[config.mk]
export PLATFORM = sky130hd
export DESIGN_NAME = sum_accumulator
export DESIGN_NICKNAME = d
export VERILOG_FILES = /design/src/rtl/sum_accumulator.sv
export SDC_FILE = /design/constraint.sdc
export NUM_CORES = 1
export LEC_CHECK = 0
export ABC_AREA = 1
export BUFFER_PORTS_ARGS = -buffer_cell sky130_fd_sc_hd__buf_2
export CORE_MARGIN = 2
export CORE_UTILIZATION = 44
export CTS_BUF_LIST = sky130_fd_sc_hd__clkbuf_16
export CTS_CLUSTER_DIAMETER = 200
export DETAILED_ROUTE_END_ITERATION = 7
export HOLD_SLACK_MARGIN = 0.06
export PLACE_DENSITY = 0.66
export SYNTH_ARGS = -nofsm -noshare
export SYNTH_HDL_FRONTEND = slang
export SYNTH_SLANG_ARGS = --single-unit
export TNS_END_PERCENT = 50
[constraint.sdc]
create_clock -name clk -period 1.9 [get_ports clk]
set_clock_uncertainty 0.1 [all_clocks]
set_input_delay 0.57 -clock clk [delete_from_list [all_inputs] [get_ports clk]]
set_output_delay 0.57 -clock clk [all_outputs]
set_load 0.02 [all_outputs]
[src/rtl/sum_accumulator.sv]
// Accumulates COUNT {carry, sum} adder results into an ACC_WIDTH total and
// emits one total per frame over a valid/ready handshake; flush closes a frame early.
module sum_accumulator #(
  parameter  int WIDTH     = 8,
  parameter  int ACC_WIDTH = 16,
  parameter  int COUNT     = 4,
  localparam int LEN_W     = $clog2(COUNT + 1)
) (
  input  logic                 clk,
  input  logic                 rst,
  input  logic                 in_valid,
  output logic                 in_ready,
  input  logic [WIDTH-1:0]     sum,
  input  logic                 carry_in,
  input  logic                 flush,
  output logic                 out_valid,
  input  logic                 out_ready,
  output logic [ACC_WIDTH-1:0] acc_out,
  output logic [LEN_W-1:0]     frame_len,
  output logic                 overflow
);

  typedef enum logic {
    ST_ACCUM = 1'b0,
    ST_HOLD  = 1'b1
  } state_t;

  state_t               state_q;
  logic [ACC_WIDTH-1:0] acc_q, acc_d;
  logic [LEN_W-1:0]     count_q, count_d;
  logic                 ovf_q, ovf_d;
  logic                 in_ready_q, out_valid_q, overflow_q;
  logic [ACC_WIDTH-1:0] acc_out_q;
  logic [LEN_W-1:0]     frame_len_q;

  logic                 accept_s, close_s;
  logic [ACC_WIDTH-1:0] sample_s;
  logic [ACC_WIDTH:0]   sum_ext_s;

  assign accept_s  = in_valid & in_ready_q;
  assign sample_s  = ACC_WIDTH'({carry_in, sum});
  // Extra top bit captures the carry out of the accumulator for sticky overflow.
  assign sum_ext_s = {1'b0, acc_q} + {1'b0, sample_s};

  // Next running total, count and overflow, plus the frame-close decision.
  always_comb begin
    acc_d   = acc_q;
    count_d = count_q;
    ovf_d   = ovf_q;
    close_s = 1'b0;
    if (accept_s) begin
      acc_d   = sum_ext_s[ACC_WIDTH-1:0];
      count_d = count_q + LEN_W'(1);
      ovf_d   = ovf_q | sum_ext_s[ACC_WIDTH];
    end else begin
      acc_d   = acc_q;
      count_d = count_q;
      ovf_d   = ovf_q;
    end
    if (state_q == ST_ACCUM) begin
      close_s = (accept_s && (count_d == LEN_W'(COUNT))) ||
                (flush && ((count_q != LEN_W'(0)) || accept_s));
    end else begin
      close_s = 1'b0;
    end
  end

  // Frame FSM with registered handshake and result outputs.
  always_ff @(posedge clk) begin
    if (rst) begin
      state_q     <= ST_ACCUM;
      acc_q       <= '0;
      count_q     <= '0;
      ovf_q       <= 1'b0;
      in_ready_q  <= 1'b1;
      out_valid_q <= 1'b0;
      acc_out_q   <= '0;
      frame_len_q <= '0;
      overflow_q  <= 1'b0;
    end else begin
      case (state_q)
        ST_ACCUM: begin
          acc_q   <= acc_d;
          count_q <= count_d;
          ovf_q   <= ovf_d;
          if (close_s) begin
            state_q     <= ST_HOLD;
            in_ready_q  <= 1'b0;
            out_valid_q <= 1'b1;
            acc_out_q   <= acc_d;
            frame_len_q <= count_d;
            overflow_q  <= ovf_d;
          end else begin
            state_q <= ST_ACCUM;
          end
        end
        ST_HOLD: begin
          if (out_ready) begin
            state_q     <= ST_ACCUM;
            acc_q       <= '0;
            count_q     <= '0;
            ovf_q       <= 1'b0;
            in_ready_q  <= 1'b1;
            out_valid_q <= 1'b0;
          end else begin
            state_q <= ST_HOLD;
          end
        end
        default: begin
          state_q     <= ST_ACCUM;
          acc_q       <= '0;
          count_q     <= '0;
          ovf_q       <= 1'b0;
          in_ready_q  <= 1'b1;
          out_valid_q <= 1'b0;
        end
      endcase
    end
  end

  assign in_ready  = in_ready_q;
  assign out_valid = out_valid_q;
  assign acc_out   = acc_out_q;
  assign frame_len = frame_len_q;
  assign overflow  = overflow_q;

endmodule

==> run_results.csv <==
group,metric,value,unit
clock_tree,clockBufferDepth,2,
yosys,syn_area_per_cell,6.37,µm²
route,drt-total-wl,6390,µm
global_route,antenna_found_initial,0,
yosys,synth_cell_types,29,
worst_setup_path,crit_type,"in2reg",
power,powerDensity,884,nW/µm²
worst_setup_path,rr_endpoint,"acc_out[8]",
yosys,synth-simple-area-share,0.391,
final_layout,areaGrowthSynthToFinish,30.8,%
clock_tree,clk_pin_slew,0.06,ns
worst_setup_path,r2r-start,"acc_q[0]",
floorplan,fp.dieW,80.9,µm
yosys,syn_area,2600,µm²
worst_setup_path,endpoint,"acc_out[8]",
clock_tree,cts.sinks,43,
power,ir_drop,0.688,mV
worst_setup_path,cp_cell_sequence,"buf_6, ha_4, fa_2, nand2_2, nand3_2, nand3_1, nand3_1, nand3_1, nand2_1, nand2_1, nand2_1, nand2_1, inv_1",
route,dr.pass1.iters,4,
route,drt-wirelength-per-cell,11.8,µm
placement,place_area,3040,µm²
yosys,synthCells,408,
placement,gp_congestion,0.908,
hold_path,hp-class,"reg2reg",
final_layout,final_cell_mix,"nand2_1 (150), inv_1 (56), dfxtp_1 (41)",
final_layout,final_area,3400,µm²
worst_setup_path,r2r_cells,12,
clock_tree,cts_buffers,5,
worst_setup_path,critPathMostFrequentCell,"nand2_1",
yosys,synth_fp_nets,434,
clock_tree,cts_tree,"yes",
clock_tree,htree_levels,2,
yosys,synth_top_family_by_area,"simple AND/OR/NAND/NOR gates",
global_route,grt_pass1_wl,10600,µm
worst_setup_path,start_kind,"primary input",
yosys,synthXorXnorAreaFrac,0.0173,
route,post_drt_via_cell_ratio,4.79,
timing,setup_viol,0,
placement,hpwl,4680,µm
floorplan,rows,27,
floorplan,core-area,5610,µm²
power,p_leak,0.00175,µW
global_route,grt_max_degree,24,
worst_setup_path,crit_arrival,1.92,ns
final_layout,antennaDiodeCount,0,
timing,post-route-period-util,0.966,
route,drt_iter0_drc,163,
global_route,first_global_vias,2390,
yosys,synth-seq-cells,43,
final_layout,nNetsFinal,494,
timing,slew_violations,0,
timing,rsz0062_at_grt,"yes",
floorplan,io_pins,36,
worst_setup_path,worst_path_max_delay_cell,"fa_2",
clock_tree,cts_hold_buf,0,
floorplan,die_height,80.9,µm
worst_setup_path,endpoint_kind,"flip-flop",
placement,port_buffers,35,
timing,max_slew_margin,0.790,
route,ant_nets,0,
timing,worst_pin_slew,0.313,ns
power,power,3010,µW
timing,finalHoldViolations,0,
run_status,status,"finished, final reports clean",
route,drc_errors,0,
worst_setup_path,cp_slowest_stage_delay,0.37,ns
clock_tree,clkLatencyLatePin,0.28,ns
clock_tree,cts_root_buffer,"clkbuf_16",
yosys,synth-compound-area-share,0.0799,
floorplan,start_util,0.464,
global_route,grt_usage,0.207,
run,maxCapViolCount,0,
placement,dp_cells,532,
yosys,synth_seq_area_share,0.331,
worst_setup_path,reg2reg_slack,0.09,ns
global_route,grt_overflow,0,
route,vias,2592,
timing,period_minus_slack,1.84,ns
worst_setup_path,critPathMaxFanout,3,
floorplan,dieArea,6540,µm²
yosys,muxShareOfSynthArea,0,
worst_setup_path,worstPathRequired,1.98,ns
timing,max_freq,0.545,GHz
worst_setup_path,startpoint,"sum[0]",
yosys,synthAdderAreaFrac,0.0606,
yosys,yosysWarnings,0,
final_layout,layout-drive-gt1-share,0.247,
final_layout,final_common_cell,"nand2_1",
final_layout,fin_cells,541,
-- what timing repair did --
action,4_1_cts,5_1_grt
gates resized for setup,1,31
setup buffers,0,1
cloned,0,0
pin swaps,0,12
setup endpoints to repair,3,28
-- critical path: cells and delay by family --
kind          cells  cell delay (ns)
buf+inv           2             0.14
fa+ha+maj         2             0.52
simple gates      9             0.71
-- worst min path at each step --
| stage | endpoint | slack, ns | start | depth (start not counted) |
|---|---|---|---|---|
| 2_1_floorplan | acc_q[5] | 0.36 | acc_q[5] | 2 |
| 3_3_place_gp | acc_out[1] | 0.35 | acc_out[1] | 2 |
| 3_5_place_dp | acc_out[0] | 0.36 | acc_out[0] | 2 |
| 4_1_cts | acc_out[0] | 0.37 | acc_out[0] | 2 |
| 5_1_grt | acc_out[1] | 0.40 | acc_out[1] | 2 |
| 6_report | acc_out[0] | 0.36 | acc_out[0] | 2 |
-- stage by stage --
| step | setup slack, ns | setup TNS (ns) | util | hold slack (ns) |
|---|---|---|---|---|
| after floorplan | -0.0521 | -0.160 | - | 0.357 |
| after detailed placement | -0.295 | -7.01 | 0.541 | 0.356 |
| after CTS | 0.0170 | 0 | 0.572 | 0.368 |
| after global placement | -0.287 | -6.62 | 0.541 | 0.351 |
| final | 0.0644 | 0 | 0.607 | 0.362 |
| after global routing | -0.0382 | -0.246 | 0.607 | 0.399 |
-- metal layers --
layer | track usage | vias up | wire length, µm
met5 | 0 | - | 0
met2 | 0.355 | 36 | 3100
met3 | 0.0389 | 8 | 185
met1 | 0.266 | 1160 | 3010
met4 | 0.0576 | 0 | 86
li1 | - | 1388 | -
-- logic make-up after synthesis --
| kind of cell | Yosys count |
|---|---|
| xor+xnor | 3 |
| compound gates | 40 |
| flops | 43 |
| fa+ha+maj | 12 |
| buf+inv | 73 |
| simple gates | 237 |
-- report_power, final --
part           internal, µW  switching (µW)
logic                   407             575
clock network           613             340
registers              1000            73.2
-- layout make-up --
| type | instances | area [µm²] |
|---|---|---|
| tap | 72 | 90.1 |
| timing repair buffer | 67 | 422 |
| clock inverter | 3 | 38.8 |
| inverter | 59 | 224 |
| fill | 544 | 2210 |
| clock buffer | 5 | 125 |
| multi-input combinational | 292 | 1640 |
| sequential | 43 | 863 |
-- cell usage after synthesis --
library cell / n / area share
buf_6: 3 / 0.013
nor3_1: 5 / 0.0096
clkbuf_1: 4 / 0.0058
buf_2: 5 / 0.0096
nand3b_1: 3 / 0.0087
nand2_4: 2 / 0.0087
nand4_4: 1 / 0.0082
o21ai_0: 8 / 0.015
inv_2: 2 / 0.0029
xor2_4: 1 / 0.011
or2_2: 3 / 0.0072
nand2_2: 1 / 0.0024
ha_1: 11 / 0.053
o22ai_1: 1 / 0.0024
buf_4: 2 / 0.0058
dfxtp_1: 43 / 0.33
nand3_1: 42 / 0.081
nand3_2: 1 / 0.0039
o211ai_1: 1 / 0.0029
nor2_4: 1 / 0.0043
inv_1: 56 / 0.081
fa_1: 1 / 0.0077
nand2_1: 154 / 0.22
a31oi_1: 1 / 0.0024
inv_4: 1 / 0.0024
a21oi_1: 28 / 0.054
xor2_1: 2 / 0.0067
nor2_1: 24 / 0.035
a21boi_0: 1 / 0.0029
-- flip-flops by register name, summed over array words and instances, names as in the netlist --
name       count
ovf_q          1
state_q        1
count_q        3
in_ready       1
acc_out       16
out_valid      1
overflow       1
acc_q         16
frame_len      3
Note: power is estimated with default switching activity, not from simulation.
